### config.mk
export PLATFORM = sky130hd
export DESIGN_NAME = gate_input_debounce
export DESIGN_NICKNAME = d
export VERILOG_FILES = /design/src/rtl/gate_db_pkg.sv /design/src/rtl/db_channel.sv /design/src/rtl/gate_input_debounce.sv
export SDC_FILE = /design/constraint.sdc
export NUM_CORES = 1
export LEC_CHECK = 0
export ABC_AREA = 1
export BUFFER_PORTS_ARGS = -buffer_cell sky130_fd_sc_hd__buf_2
export CAP_MARGIN = 15
export CELL_PAD_IN_SITES_DETAIL_PLACEMENT = 0
export CELL_PAD_IN_SITES_GLOBAL_PLACEMENT = 1
export CORE_ASPECT_RATIO = 1.2
export CORE_MARGIN = 8
export CORE_UTILIZATION = 31
export DETAILED_ROUTE_END_ITERATION = 10
export GPL_TIMING_DRIVEN = 0
export PLACE_DENSITY_LB_ADDON = 0.2
export SYNTH_ARGS = -nofsm -noshare
export SYNTH_HDL_FRONTEND = slang
export SYNTH_SLANG_ARGS = --single-unit
### constraint.sdc
create_clock -name clk -period 1.5 [get_ports clk]
set_input_delay 0.45 -clock clk [delete_from_list [all_inputs] [get_ports clk]]
set_output_delay 0.45 -clock clk [all_outputs]
set_load 0.005 [all_outputs]
### src/rtl/gate_db_pkg.sv
// Shared constants and helpers for the gate input debouncer.
// Consumed by db_channel and gate_input_debounce.
package gate_db_pkg;

    localparam int unsigned NUM_CH           = 8;
    localparam int unsigned DEF_SYNC_STAGES  = 2;
    localparam int unsigned DEF_DEBOUNCE_CNT = 16;

    // Counter width for a stability count; never narrower than one bit.
    function automatic int unsigned cnt_width(input int unsigned depth);
        int unsigned w;
        w = $unsigned($clog2(depth));
        return (w < 1) ? 1 : w;
    endfunction

endpackage

### src/rtl/db_channel.sv
// One debounce lane: synchronizer chain, stability counter and output flop.
// i_bypass forwards the synchronized level straight to the output flop.
module db_channel
    import gate_db_pkg::*;
#(
    parameter int unsigned SYNC_STAGES  = DEF_SYNC_STAGES,
    parameter int unsigned DEBOUNCE_CNT = DEF_DEBOUNCE_CNT
) (
    input  logic clk,
    input  logic rst,
    input  logic i_ena,
    input  logic i_bypass,
    input  logic i_raw,
    output logic o_db,
    output logic o_flip,
    output logic o_flip_c
);

    localparam int unsigned   CW      = cnt_width(DEBOUNCE_CNT);
    localparam logic [CW-1:0] CNT_MAX = CW'(DEBOUNCE_CNT - 1);

    logic [SYNC_STAGES-1:0] r_sync;
    logic [CW-1:0]          r_cnt;
    logic                   r_db;
    logic                   r_flip;

    logic [CW-1:0]          w_cnt_next;
    logic                   w_db_next;
    logic                   w_flip_next;
    logic                   w_upd;
    logic                   w_sync;
    logic                   w_sync_early;

    assign w_sync       = r_sync[SYNC_STAGES-1];
    // Value entering the last stage this edge; lets bypass land on the same edge as sync.
    assign w_sync_early = r_sync[SYNC_STAGES-2];

    always_comb begin
        w_cnt_next  = r_cnt;
        w_db_next   = r_db;
        w_flip_next = r_flip;
        w_upd       = 1'b0;
        if (i_bypass) begin
            w_upd       = 1'b1;
            w_cnt_next  = '0;
            w_db_next   = w_sync_early;
            w_flip_next = w_sync_early ^ r_db;
        end else if (i_ena) begin
            w_upd       = 1'b1;
            w_flip_next = 1'b0;
            if (w_sync == r_db) begin
                w_cnt_next = '0;
            end else if (r_cnt == CNT_MAX) begin
                w_cnt_next  = '0;
                w_db_next   = w_sync;
                w_flip_next = 1'b1;
            end else begin
                w_cnt_next = r_cnt + CW'(1);
            end
        end
    end

    always_ff @(posedge clk) begin
        if (rst) begin
            r_sync <= '0;
            r_cnt  <= '0;
            r_db   <= 1'b0;
            r_flip <= 1'b0;
        end else begin
            r_sync <= {r_sync[SYNC_STAGES-2:0], i_raw};
            r_cnt  <= w_cnt_next;
            r_db   <= w_db_next;
            r_flip <= w_flip_next;
        end
    end

    assign o_db     = r_db;
    assign o_flip   = r_flip;
    assign o_flip_c = w_upd & w_flip_next;

endmodule

### src/rtl/gate_input_debounce.sv
// Eight-lane switch debouncer feeding the quad AND gate stage, with change reporting.
// Optional bypass input enabled by defining GATE_DB_BYPASS_EN.
module gate_input_debounce
    import gate_db_pkg::*;
#(
    parameter int unsigned SYNC_STAGES  = DEF_SYNC_STAGES,
    parameter int unsigned DEBOUNCE_CNT = DEF_DEBOUNCE_CNT
) (
    input  logic              clk,
    input  logic              rst,
    input  logic              ena,
`ifdef GATE_DB_BYPASS_EN
    input  logic              bypass,
`endif
    input  logic [NUM_CH-1:0] raw_in,
    output logic [NUM_CH-1:0] db_out,
    output logic              change_strobe,
    output logic [NUM_CH-1:0] change_mask
);

    logic              w_bypass;
    logic [NUM_CH-1:0] w_flip_c;
    logic              r_strobe;

`ifdef GATE_DB_BYPASS_EN
    assign w_bypass = bypass;
`else
    assign w_bypass = 1'b0;
`endif

    for (genvar g = 0; g < NUM_CH; g++) begin : g_ch
        db_channel #(
            .SYNC_STAGES  (SYNC_STAGES),
            .DEBOUNCE_CNT (DEBOUNCE_CNT)
        ) u_ch (
            .clk      (clk),
            .rst      (rst),
            .i_ena    (ena),
            .i_bypass (w_bypass),
            .i_raw    (raw_in[g]),
            .o_db     (db_out[g]),
            .o_flip   (change_mask[g]),
            .o_flip_c (w_flip_c[g])
        );
    end

    // Strobe registered alongside the per-lane mask flops.
    always_ff @(posedge clk) begin
        if (rst) begin
            r_strobe <= 1'b0;
        end else begin
            r_strobe <= |w_flip_c;
        end
    end

    assign change_strobe = r_strobe;

endmodule

# Word-level counts from Yosys, hierarchy flattened
# Index checks and enable logic that the tools add are counted.
# word_totals
input_bits,11
regBits,65
wordCells,123
output_inout_bits,17
# op_classes
eq_ne,16
addsub,8
n_bitwise,16
reduce_logical,9
muxes,41
# op_table
operator,count
4-bit 2-to-1 mux,16
"4-bit by 1-bit adder with 4-bit output, second input constant",8
"4-bit equality test, second input constant",8
1-bit 2-to-1 mux,25
3-bit AND reduction,8
1-bit bitwise AND,8
1-bit equality test,8
1-bit inverter,8
8-bit OR reduction,1

# Logic depth before layout (Yosys ltp)
# Gate-level depths: netlist of run 1.
# depth
ltp_word,6
depth_mapped,7
ltp_nobuf,7

# By module
# Synthesis of run 1 repeated with hierarchy kept, for this count alone.
# hier_totals
cells_unflattened,530
hier_area_um2,3527.1
# modules_own_cells
mod,instances,area_each_um2,cells_per_inst
db_channel,8,434.2,65
gate_input_debounce,1,53.8,10

# Worst setup path before layout of run 1
# OpenSTA, ideal clock, no wires.
# synth_path
path_type,input to register
startpoint,input port ena
endpoint,register r_strobe (netlist: change_strobe)
path_stages,7
t_arrival_ns,1.035
path_slack_ns,0.334
setup_time_ns,0.131
path_buffers,1
path_cell_list,buf_6 inv_6 a21oi_4 nand3_1 nand2_1 nor2_1 a21oi_2
# synth_between
elab_chain_len,3
# synth_lines
item,line_no,text
from (decl),gate_input_debounce.sv:11,"input logic ena,"
1-bit 2-to-1 mux,db_channel.sv:48,end else if (i_ena) begin
1-bit bitwise AND,db_channel.sv:79,assign o_flip_c = w_upd & w_flip_next;
8-bit OR reduction (*),gate_input_debounce.sv:52,r_strobe <= |w_flip_c;
to (signal assigned),gate_input_debounce.sv:52,
to (decl),gate_input_debounce.sv:23,logic r_strobe;
# Every way passes the cells marked *; elsewhere a longest branch is shown, timed or not.
# A chain may end at the register's enable or synchronous reset.

# Worst setup path after layout of run 1
# layout_path
startpoint,register g_ch[7].u_ch.r_db
endpoint,output port db_out[7]
# layout_rtl
item,line_no,text
from (decl),db_channel.sv:24,logic r_db;
from (signal assigned),db_channel.sv:72,r_db <= w_db_next;
to (decl),gate_input_debounce.sv:16,"output logic [NUM_CH-1:0] db_out,"
# No word-level cell between the ends.

==> run summary, run 1 <==
## Logic synthesis
- Warnings, synthesis: 0
- Synth cell types: 26
- post-synthesis sequential area ratio: 0.447
- post-synthesis cell count: 368
- post-synthesis register bit count: 65
- post-synthesis xor/xnor area fraction: 0.0361
- multiplexer fraction of the synthesized cell area: 0
- largest family of logic cells by synthesized area: simple AND/OR/NAND/NOR gates
- complex-gate fraction of the synthesized area: 0.142
- fraction of the mapped netlist area in adder cells: 0.0344
- mean instance size in the synthesized netlist: 7.91 µm²
- Post-Syn Nets: 387
- Post-Synthesis Cell Area: 2910 µm²
- Synth Area in Simple Gates: 0.225

## Timing
- Max Slew Vio Count: 0
- final setup violating endpoints: 0
- worst slew margin relative to its limit: 0.600
- clock skew after layout: 0.00903 ns
- post-route fraction of the period consumed by the critical path: 0.954
- hold violation total from the final report: 0
- Setup Total Neg Slack: 0 ns
- Highest Clock Rate: 699 MHz
- Final min period: 1.43 ns
- unrepaired setup endpoints after global routing: no
- Worst Tran Pin Value: 0.599 ns

## Outcome
- run status: finished clean

## Clocking
- latest clock arrival within the worst-skew pair: 0.34 ns
- clock slew seen by the registers of the worst setup and hold paths: 0.08 ns
- buffers from clock root to sink, at most: 2
- post-CTS setup buffers: 0
- number of gates resized after CTS: 0
- number of clock buffers inserted by TritonCTS: 9
- Hold Buf Count CTS: 0
- CTS sink cnt: 65
- root cell of the clock tree: clkbuf_8
- number of H-tree levels: 3
- CTS tree: built

## Floorplanning
- Starting Density: 0.320
- Site Rows: 38
- core area: 9080 µm²
- DIE AREA: 12,800 µm²
- Top-Level Pins: 28
- horizontal die dimension: 104 µm
- die height: 122 µm

## Detailed routing
- total number of vias: 2,264
- count of routing violations after the opening detailed-route iteration: 43
- routed length per instance: 11.9 µm
- routed wire length: 6280 µm
- detailed-route DRC error count: 0
- detailed-router iteration count before antenna repair: 4
- Vias per Instance: 4.28
- number of nets with antenna violations after routing: 0

## Worst hold path
- worst hold path type: in2reg

## Global routing
- global-route wire length before repair: 10,800 µm
- grt ovf: 0
- antenna violations before repair: 0
- largest net degree at the start of global routing: 11
- number of global-route vias before repair: 2,216
- overall track demand over capacity in global routing: 0.107

## Cells and area
- post-layout util: 0.377
- Layout area overhead: 17.8%
- antenna cells: 0
- share of cells above drive strength 1: 0.237
- number of fillers in the final layout: 931
- number of nets in the final layout: 423

## Worst setup path
- startpoint kind of the worst setup timing path: register
- Critical Setup Path Class: reg2out
- Max Fanout on Critical Path: 4
- endpoint arrival time on the critical path: 0.98 ns
- Critical Path End Type: output pin
- Required @ worst endpoint: 1.05 ns

## Place
- HPWL reported at the end of detailed placement: 4450 µm
- count of port buffers added during placement: 25
- Routability Congestion: 0.786

## Pwr
- worst ir drop on vdd: 0.000580 V
- pwr dens: 1060 nW/µm²
- leak pwr: 1.51 nW

## Flow run
- Max Cap Viol: 0

==> layout make-up <==
class | count | area [µm²] | area share
well taps | 120 | 150 | 0.0438
clock inverters | 2 | 60.1 | 0.0175
multi-input cells | 237 | 1290 | 0.376
flip-flops and latches | 65 | 1300 | 0.380
inverters | 38 | 148 | 0.0431
clock buffers | 14 | 163 | 0.0475
repair buffers | 25 | 125 | 0.0365
plain buffers | 28 | 188 | 0.0548
==> where the power goes <==
group | switching, mW | internal, mW
logic | 0.112 | 0.0544
clock network | 0.655 | 1.03
registers | 0.0205 | 1.75
==> cells by family (layout without fill, tap and decap cells) <==
group,after synthesis,count (layout)
AOI/OAI and AO/OA,65,65
xor gates and xnor gates,12,12
and+or+nand+nor,152,152
DFF,65,65
adders and majority gates,8,8
buffers and inverters,66,107
==> state kept, by name, indices dropped and copies added (netlist names) <==
name	count
g_ch.u_ch.o_db	8
g_ch.u_ch.r_sync	16
change_strobe	1
g_ch.u_ch.r_cnt	32
g_ch.u_ch.o_flip	8
==> worst max-delay path, cell delays in order, from the launching register on <==
cell     delay, ns
dfxtp_1       0.41
buf_4         0.13
buf_2         0.10
==> path summary, 6_finish.rpt <==
| kind | from | to | slack, ns | depth (start not counted) |
|---|---|---|---|---|
| hold reg to reg | g_ch[6].u_ch.r_sync[0] | g_ch[6].u_ch.r_sync[1] | 0.40 | 2 |
| setup reg to reg | g_ch[3].u_ch.r_cnt[0] | change_strobe | 0.17 | 7 |
| setup / recovery | g_ch[7].u_ch.o_db | db_out[7] | 0.07 | 2 |
| hold / removal | raw_in[2] | g_ch[2].u_ch.r_sync[0] | 0.30 | 3 |
==> cells in the final DEF (no fill, tap or decap), types with 5 or more instances in the layout <==
cell type   n
a21oi_1    40
a21oi_2     5
buf_2      31
buf_4      16
clkbuf_1    7
clkbuf_8   11
dfxtp_1    63
ha_1        8
inv_1      33
nand2_1    74
nand3_1    21
nand3_2     5
nor2_1     35
nor2_2      9
o21a_1      6
xor2_1      8
==> synthesized netlist by cell type <==
library cell  instances  area, µm²
or2_2                 1       6.26
clkbuf_1              4       15.0
a21oi_1              40        200
nor2_1               36        135
buf_6                 2       22.5
nand3_2               2       20.0
nand2_2               4       25.0
inv_2                 4       15.0
nand2_1              74        278
nand3_1              24        120
inv_6                 1       8.76
buf_4                16        120
o21ai_1               2       10.0
xor2_1                8       70.1
o21ai_0               4       20.0
or2_1                 3       18.8
a21oi_4               4       65.1
dfxtp_1              65       1300
a22oi_1               4       30.0
o21a_1                6       45.0
nor2_2                8       50.1
xnor2_1               4       35.0
buf_2                 6       30.0
inv_1                33        124
a21oi_2               5       43.8
ha_1                  8        100
==> metrics by stage <==
stage	setup slack [ns]	total power, mW	std cells	area, µm²	hold WS (ns)
after detailed placement	0.0947	1.98	513	3180	0.393
after floorplan	0.334	1.92	368	2910	0.388
after global routing	0.00718	3.78	529	3430	0.295
after CTS	0.0337	3.69	529	3410	0.281
after global placement	0.0897	1.98	513	3180	0.390
final	0.0694	3.63	529	3430	0.301
==> layer usage <==
layer  part of all wire  GRT usage
met5                  0          0
met4              0.017     0.0490
met3              0.045     0.0380
met2               0.43      0.168
met1               0.51      0.129
(Power assumes the default switching activity.)
==> run 2, diff against run 1 <==
CORE_ASPECT_RATIO = 0.8   (was 1.2)
SLEW_MARGIN = 20   (was unset)
clock period = 1.6 ns   (was 1.5 ns; I/O delays follow)
==> run summary, run 2 (synthesis gave the netlist of run 1 again) <==
## Worst setup path
- setup slack of the most critical reg-to-reg path: 0.22 ns
- list of cells traversed by the critical path: buf_4 > buf_2
- Max Fanout on Critical Path: 4
- slowest stage cell on the critical path: dfxtp_1
- Critical Path End Type: output pin
- worst flop-to-flop path endpoint: change_strobe
- origin of the worst setup path: g_ch[7].u_ch.o_db
- startpoint kind of the worst setup timing path: register
- Critical Setup Path Class: reg2out
- length in cells of the worst reg-to-reg path: 7
- endpoint arrival time on the critical path: 0.99 ns
- startpoint of the most critical register-to-register path: g_ch[3].u_ch.r_cnt[0]
- Crit path largest cell delay: 0.42 ns
- Required @ worst endpoint: 1.12 ns

## Floorplanning
- Site Rows: 31
- core area: 9080 µm²
- Starting Density: 0.321
- Top-Level Pins: 28
- die height: 103 µm
- DIE AREA: 12,800 µm²
- horizontal die dimension: 124 µm

## Cells and area
- post-route cell area: 3470 µm²
- largest register by flop count: g_ch.u_ch.r_cnt
- Multi-input gate area: 1270 µm²
- registers with the highest flip-flop counts: g_ch.u_ch.r_cnt: 32 flops, g_ch.u_ch.r_sync: 16 flops
- number of flip-flops in the largest register: 32
- most frequent cells in the layout: nand2_1, dfxtp_1, a21oi_1, nor2_1, inv_1
- Layout area overhead: 19.4%
- share of cells above drive strength 1: 0.225
- number of fillers in the final layout: 959
- number of nets in the final layout: 423
- leading cell type in the layout, fill and taps excluded: nand2_1
- antenna cells: 0
- Register Area: 1300 µm²

## Detailed routing
- detailed-router iteration count before antenna repair: 4
- count of routing violations after the opening detailed-route iteration: 131
- routed wire length: 6370 µm
- Vias per Instance: 4.44
- routed length per instance: 12.2 µm
- detailed-route DRC error count: 0
- total number of vias: 2,320
- number of nets with antenna violations after routing: 0

## Timing
- Max Slew Vio Count: 0
- hold violation total from the final report: 0
- worst slew margin relative to its limit: 0.587
- Worst Tran Pin Value: 0.619 ns
- final setup violating endpoints: 0
- unrepaired setup endpoints after global routing: no
- clock skew after layout: 0.00695 ns
- Highest Clock Rate: 680 MHz
- post-route fraction of the period consumed by the critical path: 0.919
- Setup Total Neg Slack: 0 ns
- Final min period: 1.47 ns

## Flow run
- Max Cap Viol: 0

## Worst hold path
- Worst Hold Launch: raw_in[1]
- Hold Crit Depth: 3
- end point of the worst hold path: g_ch[1].u_ch.r_sync[0]
- worst hold path type: in2reg

## Place
- Routability Congestion: 0.741
- post-detailed-placement cell area: 3180 µm²
- HPWL reported at the end of detailed placement: 4560 µm
- count of port buffers added during placement: 25

## Global routing
- overall track demand over capacity in global routing: 0.107
- global-route wire length before repair: 10,800 µm
- number of global-route vias before repair: 2,227
- antenna violations before repair: 0
- grt ovf: 0
- largest net degree at the start of global routing: 11

## Clocking
- post-CTS setup buffers: 0
- CTS sink cnt: 65
- buffers from clock root to sink, at most: 2
- Hold Buf Count CTS: 0
- number of H-tree levels: 3
- clock slew seen by the registers of the worst setup and hold paths: 0.05 ns
- CTS tree: built
- number of gates resized after CTS: 0
- latest clock arrival within the worst-skew pair: 0.32 ns
- number of clock buffers inserted by TritonCTS: 9
- root cell of the clock tree: clkbuf_16

## Pwr
- worst ir drop on vdd: 0.000406 V
- leak pwr: 1.54 nW
- pwr dens: 1080 nW/µm²

## Outcome
- run status: finished clean

-- run 2: cell types whose count changed in the layout (fill, tap and decap cells not counted), moves of 3 or more --
cell       before  now
clkbuf_16       0    9
nand3_2         5    2
clkbuf_8       11    2
nand3_1        21   24
-- run 2: power by group --
group / leakage (nW) / internal [mW] / switching (mW)
Clock: 0.148 / 1.28 / 0.667
Combinational: 0.866 / 0.0509 / 0.104
Sequential: 0.527 / 1.65 / 0.0186
-- run 2: through the flow --
step	power, mW	cells	hold slack [ns]	util	setup WS, ns
global route	3.92	523	0.346	0.383	0.0811
global placement	1.86	508	0.392	0.350	0.143
CTS	3.83	523	0.340	0.383	0.109
detailed placement	1.86	508	0.396	0.350	0.160
floorplan	1.80	368	0.388	-	0.404
finish	3.76	523	0.352	0.383	0.130
-- run 2: cell type report --
type,count,area share
flip-flops and latches,65,0.375
multi-input cells,237,0.366
clock buffers,12,0.0738
plain buffers,28,0.0540
inverters,38,0.0425
well taps,115,0.0414
repair buffers,25,0.0360
clock inverters,3,0.0115
-- run 2: routing by layer --
| metal | global-route usage | part of all wire | vias up |
|---|---|---|---|
| li1 | - | - | 1228 |
| met1 | 0.130 | 0.51 | 1053 |
| met2 | 0.171 | 0.44 | 27 |
| met3 | 0.0339 | 0.032 | 12 |
| met4 | 0.0499 | 0.017 | 0 |
| met5 | 0 | 0 | - |
-- run 2: how the worst max path moves through the flow --
| stage | end | slack [ns] | depth (start not counted) |
|---|---|---|---|
| final | db_out[7] | 0.13 | 2 |
| after global routing | change_strobe | 0.08 | 7 |
| after CTS | db_out[7] | 0.11 | 2 |
| after detailed placement | change_strobe | 0.16 | 7 |
| after global placement | change_strobe | 0.14 | 7 |
| after floorplan | change_strobe | 0.40 | 7 |
-- run 2: critical path: cells and delay by family (launching register included) --
kind | cells | cell delay (ns)
buffers and inverters | 2 | 0.24
DFF | 1 | 0.42
